--- src/rtl/aes_out_fifo.sv ---
// aes_out_fifo: buffers AES results {id, 128-bit data} and replays each as a
// 4-beat 32-bit AXI-stream packet, MSB word first; drops and flags on overflow.
module aes_out_fifo #(
    parameter int DEPTH = 4,
    localparam int AW = $clog2(DEPTH)
) (
    input  logic          sclk,
    input  logic          srst_n,
    input  logic          ivalid,
    input  logic [31:0]   iid,
    input  logic [127:0]  idata,
    output logic          iready,
    output logic          m_tvalid,
    input  logic          m_tready,
    output logic [31:0]   m_tdata,
    output logic [31:0]   m_tid,
    output logic          m_tlast,
    output logic [AW:0]   level,
    output logic          overflow,
    input  logic          clr_overflow
);
    localparam logic [AW:0] FULL_CNT = (AW + 1)'(DEPTH);

    logic [159:0]  mem_q [DEPTH];
    logic [AW-1:0] wr_ptr_q, wr_ptr_d, rd_ptr_q, rd_ptr_d;
    logic [AW:0]   count_q, count_d;
    logic [1:0]    beat_q, beat_d;
    logic          overflow_q, overflow_d;
    logic          full, empty, push, pop, drop, beat_fire;
    logic [159:0]  head;

    always_comb begin
        full      = count_q == FULL_CNT;
        empty     = count_q == '0;
        m_tvalid  = !empty;
        beat_fire = m_tvalid & m_tready;
        pop       = beat_fire & (beat_q == 2'd3);
        push      = ivalid & (!full | pop);
        drop      = ivalid & full & !pop;
        wr_ptr_d  = wr_ptr_q + AW'(push);
        rd_ptr_d  = rd_ptr_q + AW'(pop);
        count_d   = count_q + (AW + 1)'(push) - (AW + 1)'(pop);
        beat_d    = beat_q + {1'b0, beat_fire};
        // a drop in the same cycle as a clear keeps the flag set
        overflow_d = drop ? 1'b1 : (clr_overflow ? 1'b0 : overflow_q);
        head      = mem_q[rd_ptr_q];
        m_tid     = head[159:128];
        m_tdata   = beat_q == 2'd0 ? head[127:96] :
                    beat_q == 2'd1 ? head[95:64]  :
                    beat_q == 2'd2 ? head[63:32]  : head[31:0];
        m_tlast   = m_tvalid & (beat_q == 2'd3);
        iready    = !full;
        level     = count_q;
        overflow  = overflow_q;
    end

    always_ff @(posedge sclk or negedge srst_n) begin
        if (!srst_n) begin
            wr_ptr_q   <= '0;
            rd_ptr_q   <= '0;
            count_q    <= '0;
            beat_q     <= '0;
            overflow_q <= 1'b0;
        end else begin
            wr_ptr_q   <= wr_ptr_d;
            rd_ptr_q   <= rd_ptr_d;
            count_q    <= count_d;
            beat_q     <= beat_d;
            overflow_q <= overflow_d;
        end
    end

    always_ff @(posedge sclk) begin
        if (push) mem_q[wr_ptr_q] <= {iid, idata};
    end
endmodule

--- config.mk ---
export PLATFORM = sky130hd
export DESIGN_NAME = aes_out_fifo
export DESIGN_NICKNAME = d
export VERILOG_FILES = /design/src/rtl/aes_out_fifo.sv
export SDC_FILE = /design/constraint.sdc
export NUM_CORES = 1
export LEC_CHECK = 0
export BUFFER_PORTS_ARGS = -buffer_cell sky130_fd_sc_hd__buf_4
export CORE_AREA = 10 10 300 302
export CTS_BUF_LIST = sky130_fd_sc_hd__clkbuf_4
export DETAILED_ROUTE_END_ITERATION = 10
export DIE_AREA = 0 0 310 312
export GPL_TIMING_DRIVEN = 0
export PLACE_DENSITY_LB_ADDON = 0.05
export RECOVER_POWER = 25
export SYNTH_ARGS = -nofsm -noshare
export SYNTH_HDL_FRONTEND = slang
export SYNTH_SLANG_ARGS = --single-unit
--- constraint.sdc ---
create_clock -name sclk -period 15.3 [get_ports sclk]
set_clock_uncertainty 0.05 [all_clocks]
set_input_delay 3.06 -clock sclk [delete_from_list [all_inputs] [get_ports sclk]]
set_output_delay 3.06 -clock sclk [all_outputs]
set_load 0.01 [all_outputs]
; ---- After elaboration in Yosys (flattened, before gate mapping)
; Memories as Yosys holds them, arrays and structs flattened.
; Index checks and enable logic that the tools add are counted.
[word_totals]
register_bits = 10
ram_bits = 640
input_bits = 165
output_inout_bits = 71
word_cells = 35
memories = 1
[op_classes]
addsub = 5
n_eq_ne = 4
n_mux = 7
n_bitwise = 7
n_reduce_logical = 6
[memory_table]
columns = memory, depth, width, rd, rd_ports_with_merged_regs, wr, line_no
row1 = mem_q, 4, 160, 1, 0, 1, 24  ; logic [159:0] mem_q [DEPTH];
[ops]
columns = op, n
row1 = 2-to-1 mux 32 bit, 3
row2 = adder 2 x 1 -> 2 bit, 3
row3 = bitwise AND 1 bit, 6
row4 = "equality test 2 bit, second input constant", 2
row5 = 2-to-1 mux 1 bit, 4
row6 = adder 3 x 1 -> 3 bit, 1
row7 = "equality test 3 bit, second input constant", 1
row8 = logical NOT 1 bit, 3
row9 = logical NOT 3 bit, 1
row10 = subtractor 3 x 1 -> 3 bit, 1
row11 = "equality test 2 x 1 -> 1 bit, second input constant", 1
row12 = logical NOT 2 bit, 1
row13 = nonzero test 2 bit, 1
row14 = bitwise OR 1 bit, 1

; ---- Logic depth before layout (Yosys ltp)
; Gate-level depths: netlist of run 1.
[depth]
ltp_word = 8
mapped_depth = 9
ltp_nobuf = 8

; ---- Least setup slack after synthesis of run 1
; No wires, ideal clock.
[synth_path]
path_type = input to register
from = input port m_tready
to = memory mem_q[1][0], enable pin
setup_time_ns = 0.909
t_arrival_ns = 15.011
required_time_ns = 14.341
setup_slack_ns = -0.670
path_stages = 3
n_path_buf = 0
path_cell_list = and3_1 o21ai_1 nor3b_1
[synth_between]
elab_chain_len = 6
[synth_rtl]
columns = element, line_no
row1 = from (decl), 14  ; input logic m_tready,
row2 = bitwise AND 1 bit, 36  ; beat_fire = m_tvalid & m_tready;
row3 = bitwise AND 1 bit, 37  ; pop = beat_fire & (beat_q == 2'd3);
row4 = bitwise OR 1 bit, 38  ; push = ivalid & (!full | pop);
row5 = bitwise AND 1 bit, 38
row6 = 2-to-1 mux 1 bit, 74  ; if (push) mem_q[wr_ptr_q] <= {iid, idata};
row7 = 2-to-1 mux 1 bit (implied by the code), 74
row8 = to (decl), 24
; Every way passes these cells.

; ---- Worst setup path in the final report of run 1
[layout_path]
from = register rd_ptr_q[1]
to = output port m_tdata[19]
[layout_between]
elab_chain_len = 4
[layout_rtl]
columns = element, line_no
row1 = from (decl), 25  ; logic [AW-1:0] wr_ptr_q, wr_ptr_d, rd_ptr_q, rd_ptr_d;
row2 = from (signal assigned), 66  ; rd_ptr_q <= rd_ptr_d;
row3 = memory read (4 x 160 bit) *, --
row4 = 2-to-1 mux 32 bit, 50  ; beat_q == 2'd2 ? head[63:32] : head[31:0];
row5 = 2-to-1 mux 32 bit, 49  ; beat_q == 2'd1 ? head[95:64] :
row6 = 2-to-1 mux 32 bit *, 48  ; m_tdata = beat_q == 2'd0 ? head[127:96] :
row7 = to (decl), 15  ; output logic [31:0] m_tdata,
; Every way passes the cells marked *; elsewhere a longest branch is shown, timed or not.

==> results of run 1 <==
where the power goes:
| group | switching [mW] | internal, mW |
|---|---|---|
| Clock | 0.718 | 0.887 |
| Combinational | 1.13 | 0.920 |
| Sequential | 0.0748 | 2.35 |
cell families after synthesis:
kind of cell	after synthesis	share of synthesized area [%]
flip-flops	650	80.4
multiplexers	160	14.9
AO/OA/AOI/OAI	66	2.04
buffers and inverters	57	1.30
AND/OR/NAND/NOR	46	0.863
adder cells (fa/ha/maj)	6	0.341
XOR/XNOR	5	0.181
cell type report:
cell class,count,area (um^2)
Multi-Input combinational cell,283,4470
Timing Repair Buffer,289,2310
Clock inverter,42,289
Tap cell,1090,1360
Clock buffer,277,2080
Antenna cell,6,15.0
Fill cell,7963,54000
Inverter,6,22.5
Sequential cell,650,19500
Buffer,51,292
routing by layer:
layer  wire (um)  track usage [%]
met4        1440             4.61
met3        4620             5.30
met2       33100             22.5
met1       27200             16.8
met5         160                0
metrics by stage:
stage | setup slack [ns] | TNS [ns] | utilization, % | cells | total power [mW]
finish | 8.72 | 0 | 35.9 | 2694 | 6.08
global route | 8.35 | 0 | 35.9 | 2692 | 6.48
CTS | 8.41 | 0 | 36.4 | 2688 | 6.29
detailed placement | 9.41 | 0 | 33.6 | 2369 | 4.63
global placement | -12.65 | -2740.63 | 32.4 | 2315 | 4.68
floorplan | 0.180 | 0 | - | 990 | 3.65
state kept, by name, indices dropped and copies added (netlist names):
name / cells
level: 3
mem_q: 640
rd_ptr_q: 2
beat_q: 2
wr_ptr_q: 2
overflow: 1
final timing paths:
kind / from / to / slack, ns / cells past startpoint
min in group asynchronous: srst_n / level[1] / 2.07 / 1
max: rd_ptr_q[1] / m_tdata[19] / 8.72 / 7
min reg2reg: overflow / overflow / 0.49 / 2
min: overflow / overflow / 0.49 / 2
max reg2reg: level[1] / mem_q[0][79] / 12.23 / 9
max in group asynchronous: srst_n / rd_ptr_q[1] / 12.64 / 1
tightest hold or removal path: stages, from the launching register on:
cell and delay [ns]:
dfrtp_1 0.36, inv_1 0.05, o32ai_1 0.09
layout by cell type, fill, tap and decap left out, drive strengths merged, types with 2 or more instances in the layout:
cell,Yosys,final
a22oi,64,64
and2,3,3
and3,3,3
buf,27,212
bufinv,0,4
clkbuf,24,405
clkinv,0,34
dfrtp,10,10
diode,0,6
edfxtp,640,640
ha,5,5
inv,6,9
mux4,160,160
nand2,32,32
nor2b,2,2
nor3b,2,2
xor2,4,4
==> flow_metrics.env, run 1 <==
export IMPL_synthesis_area_um2=24200
export IMPL_yosys_cell_types_count=25
export IMPL_placed_area_um2=28300
export IMPL_cts_clk_slew_worst_paths_ns=0.06
export IMPL_cts_tree="built"
export IMPL_synth_ff_type="edfxtp_1"
export IMPL_synthCells=990
export IMPL_gp_congestion=0.670
export IMPL_synth_warnings=0
export IMPL_overflow=0
export IMPL_tightest_slew_ns=1.10
export IMPL_min_period_ns=6.58
export IMPL_io_pins=236
export IMPL_fp_dieH_um=312
export IMPL_antenna_found_initial=15
export IMPL_status="finished, final reports clean"
export IMPL_cts_sinks=650
export IMPL_post_dp_hpwl_um=43800
export IMPL_rsz0062_at_grt="false"
export IMPL_power_density_nw_per_um2=201
export IMPL_cpMostUsedCell="buf_4"
export IMPL_synth_common_cells="edfxtp_1 (640), mux4_2 (160), a22oi_1 (64), nand2_1 (32), clkbuf_1 (24)"
export IMPL_num_rows=107
export IMPL_vias=12300
export IMPL_viasPerCell=4.55
export IMPL_ys_ff_latch=650
export IMPL_clock_latency_ns=0.97
export IMPL_critPathTopFamily="buffers and inverters"
export IMPL_startpoint_type="register"
export IMPL_grt_max_degree=50
export IMPL_worstPathRequired_ns=12.19
export IMPL_synth_edf_count=640
export IMPL_ys_top_cells_by_area="edfxtp_1 (79%), mux4_2 (15%), a22oi_1 (2.0%)"
export IMPL_post_route_cell_area_um2=30300
export IMPL_clock_path_buffers=3
export IMPL_drtIter0Drc=674
export IMPL_wirelength_um=66500
export IMPL_critPathMaxStageDelay_ns=0.70
export IMPL_synth_top_area_share_pct=79.4
export IMPL_syn_to_final_growth_pct=25.2
export IMPL_drive_above_1_share_pct=41.7
export IMPL_crit_buf_inv=4
export IMPL_max_freq_ghz=0.152
export IMPL_drc=0
export IMPL_cts_root_buffer_cell="clkbuf_4"
export IMPL_worstPathArrival_ns=3.47
export IMPL_relSlewSlack_pct=26.8
export IMPL_hold_viol=0
export IMPL_initial_core_util_pct=28.7
export IMPL_vdd_ir_drop_worst_mv=0.0747
export IMPL_htreeDepth=4
export IMPL_cts_buffers_inserted=181
export IMPL_hold_slack_ns=0.491
export IMPL_path_cells="buf_4, buf_2, clkbuf_1, mux4_2, a22oi_1, nand2_1, buf_4"
export IMPL_io_buffers=235
export IMPL_critPathKind="reg2out"
export IMPL_cp_end_kind="output port"
export IMPL_drtPass1Iterations=5
export IMPL_hold_buffers=0
export IMPL_dieWidth_um=310
export IMPL_cpMaxStageDelayCell="clkbuf_1"
export IMPL_async_flop_share_pct=1.54
export IMPL_track_usage_pct=13.9
export IMPL_nNetsFinal=1633
export IMPL_grt_pass1_wl_um=95700
export IMPL_ys_seq_area_share_pct=80.4
export IMPL_setup_viol=0
export IMPL_wl_per_cell_um=24.7
export IMPL_max_cap_viol_count=0
export IMPL_yosys_area_top_type="edfxtp_1"
export IMPL_hold_class="reg2reg"
export IMPL_slew_viol_final=0
export IMPL_cts_resized=0
export IMPL_ant_nets=0
export IMPL_die_area_um2=96700
export IMPL_cp_max_fo=10
export IMPL_postCtsSetupRepairBufs=0
export IMPL_post_route_period_util_pct=43.0
export IMPL_avgSynthCellArea_um2=24.5
export IMPL_synth_net_count=1161
export IMPL_p_leak_nw=10.2
export IMPL_core_region_area_um2=84300
export IMPL_synth_most_common_cell="edfxtp_1"
export IMPL_first_global_vias=13700
(Power assumes the default switching activity.)
==> run 2, diff against run 1 <==
Settings changed: ABC_AREA set to 1, CORE_AREA 10 10 300 302 to 10 10 311 313, DIE_AREA 0 0 310 312 to 0 0 321 323.
Clock period 15.3 ns to 5.87 ns, I/O delays scaled along.
==> run 2 against run 1 <==
  * Critical path depth increased by 1
  * Flip-flop and latch count did not move
  * Hold slack got worse by 0.23 ns
  * Cell count increased by 47%
  * Sequential power grew to 2.6 times the previous value
  * Critical path type unchanged
  * Critical endpoint is now m_tdata[20]
  * Largest power group is now combinational logic
  * Highest routed layer unchanged
==> flow_metrics.env, run 2 <==
export IMPL_final_util_pct=35.8
export IMPL_critPathKind="reg2out"
export IMPL_wl_per_cell_um=22.1
export IMPL_htreeDepth=4
export IMPL_min_period_ns=4.97
export IMPL_max_freq_ghz=0.201
export IMPL_core_region_area_um2=90800
export IMPL_reg2reg_from="beat_q[1]"
export IMPL_p_leak_nw=12.2
export IMPL_nNetsFinal=2803
export IMPL_cts_clk_slew_worst_paths_ns=0.07
export IMPL_viasPerCell=4.47
export IMPL_synth_most_common_cell="edfxtp_1"
export IMPL_tightest_slew_ns=1.17
export IMPL_worstPathRequired_ns=4.65
export IMPL_cts_buffers_inserted=187
export IMPL_syn_to_final_growth_pct=25.4
export IMPL_num_rows=111
export IMPL_dieWidth_um=321
export IMPL_async_flop_share_pct=1.54
export IMPL_cp_max_fo=10
export IMPL_initial_core_util_pct=28.6
export IMPL_antenna_found_initial=26
export IMPL_ys_seq_area_share_pct=75.0
export IMPL_postCtsSetupRepairBufs=0
export IMPL_rsz0062_at_grt="false"
export IMPL_startpoint_type="register"
export IMPL_synth_top_area_share_pct=74.1
export IMPL_clock_latency_ns=1.04
export IMPL_cts_root_buffer_cell="clkbuf_4"
export IMPL_largest_register_ffs=640
export IMPL_worstPathArrival_ns=3.75
export IMPL_top_register="mem_q"
export IMPL_gp_congestion=0.747
export IMPL_hold_viol=0
export IMPL_die_area_um2=104000
export IMPL_avgSynthCellArea_um2=12.1
export IMPL_ys_ff_latch=650
export IMPL_slew_viol_final=0
export IMPL_yosys_cell_types_count=25
export IMPL_drc=0
export IMPL_synth_common_cells="edfxtp_1 (640), nor2_1 (505), nand2_1 (400), o21ai_0 (274), inv_1 (95)"
export IMPL_track_usage_pct=16.8
export IMPL_hp_start="clr_overflow"
export IMPL_first_global_vias=18300
export IMPL_fin_total_pwr_mw=18.0
export IMPL_ys_top_cells_by_area="edfxtp_1 (74%), nor2_1 (7.3%), nand2_1 (5.8%)"
export IMPL_post_route_period_util_pct=84.7
export IMPL_hold_class="in2reg"
export IMPL_synth_net_count=2323
export IMPL_vdd_ir_drop_worst_mv=0.206
export IMPL_hold_slack_ns=0.264
export IMPL_final_common_cell="edfxtp_1"
export IMPL_critPathLaunch="beat_q[1]"
export IMPL_setup_viol=0
export IMPL_relSlewSlack_pct=22.0
export IMPL_cts_tree="built"
export IMPL_max_cap_viol_count=0
export IMPL_regToRegSetupSlack_ns=2.35
export IMPL_vias=17700
export IMPL_grt_max_degree=17
export IMPL_io_buffers=235
export IMPL_clock_path_buffers=3
export IMPL_num_fill_cells=9153
export IMPL_ant_nets=0
export IMPL_synthesis_area_um2=25900
export IMPL_yosys_area_top_type="edfxtp_1"
export IMPL_cp_end_kind="output port"
export IMPL_synth_ff_type="edfxtp_1"
export IMPL_status="finished, final reports clean"
export IMPL_post_route_cell_area_um2=32500
export IMPL_post_dp_hpwl_um=61400
export IMPL_fp_dieH_um=323
export IMPL_layout_common_cells="edfxtp_1 (640), nor2_1 (505), nand2_1 (399), o21ai_0 (274), clkbuf_4 (274)"
export IMPL_drtIter0Drc=1027
export IMPL_grt_pass1_wl_um=126000
export IMPL_wirelength_um=87400
export IMPL_drive_above_1_share_pct=20.6
export IMPL_synth_warnings=0
export IMPL_power_density_nw_per_um2=553
export IMPL_synthCells=2152
export IMPL_placed_area_um2=30500
export IMPL_cts_sinks=650
export IMPL_overflow=0
export IMPL_drtPass1Iterations=5
export IMPL_io_pins=236
export IMPL_synth_edf_count=640
run 2: power breakdown:
group          leakage, nW  switching [mW]  internal (mW)
registers             5.98           0.204           6.12
clock network         1.41            1.93           2.29
logic                 4.83            4.97           2.46
total                 12.2            7.11           10.9
run 2: logic make-up (layout without fill, tap and decap cells):
logic type / after synthesis / in the layout / share of synthesized area [%]
AO/OA/AOI/OAI: 334 / 334 / 6.75
XOR/XNOR: 5 / 5 / 0.169
adder cells (fa/ha/maj): 6 / 6 / 0.318
buffers and inverters: 215 / 829 / 3.90
flip-flops: 650 / 650 / 75.0
other: 0 / 5 / 0
AND/OR/NAND/NOR: 942 / 942 / 13.8
run 2: metrics by stage:
step | TNS, ns | cells | worst slack, ns
global placement | -2716.80 | 3573 | -4.36
finish | 0 | 3957 | 0.898
global route | 0 | 3956 | 0.505
floorplan | -31.56 | 2152 | -0.0781
CTS | 0 | 3952 | 0.528
detailed placement | 0 | 3628 | 1.72
run 2: final timing paths:
kind / end / depth (start not counted)
max reg2reg: mem_q[3][73] / 11
max: m_tdata[20] / 8
min reg2reg: rd_ptr_q[0] / 1
min in group asynchronous: overflow / 2
min: overflow / 2
max in group asynchronous: rd_ptr_q[1] / 2
run 2: layout make-up:
class / instances / area, um^2 / share of cell area [%]
Multi-Input combinational cell: 1287 / 5510 / 16.9
Antenna cell: 5 / 12.5 / 0.0385
Clock inverter: 49 / 304 / 0.935
Inverter: 98 / 380 / 1.17
Sequential cell: 650 / 19500 / 59.8
Buffer: 117 / 638 / 1.96
Clock buffer: 274 / 2060 / 6.32
Timing Repair Buffer: 291 / 2680 / 8.22
Tap cell: 1186 / 1480 / 4.56
run 2: repair_timing:
| action | 4_1_cts | 5_1_grt |
|---|---|---|
| endpoints found under the hold margin | 10 | 0 |
| setup endpoints to repair | 0 | 0 |
| hold buffers | 1 | 0 |
| gates resized for setup | 0 | 0 |
run 2: worst max-delay path, stage by stage, from the launching register on:
cell and delay (ns):
dfrtp_1 0.51, nor2_1 0.24, clkbuf_1 0.89, buf_2 0.39, nand2_1 0.15, nand2_1 0.18
inv_1 0.10, nand2_1 0.11, buf_4 0.13
run 2: routing by layer:
layer  share of wire [%]  GRT usage [%]  wire [um]  vias to the layer above
met1                  41           19.6      36100                     8484
li1                    -              -          -                     8513
met2                  50           28.9      43400                      463
met4                 1.9           4.72       1680                       38
met3                 6.9           5.86       6040                      185
met5                0.27              0        233                        -
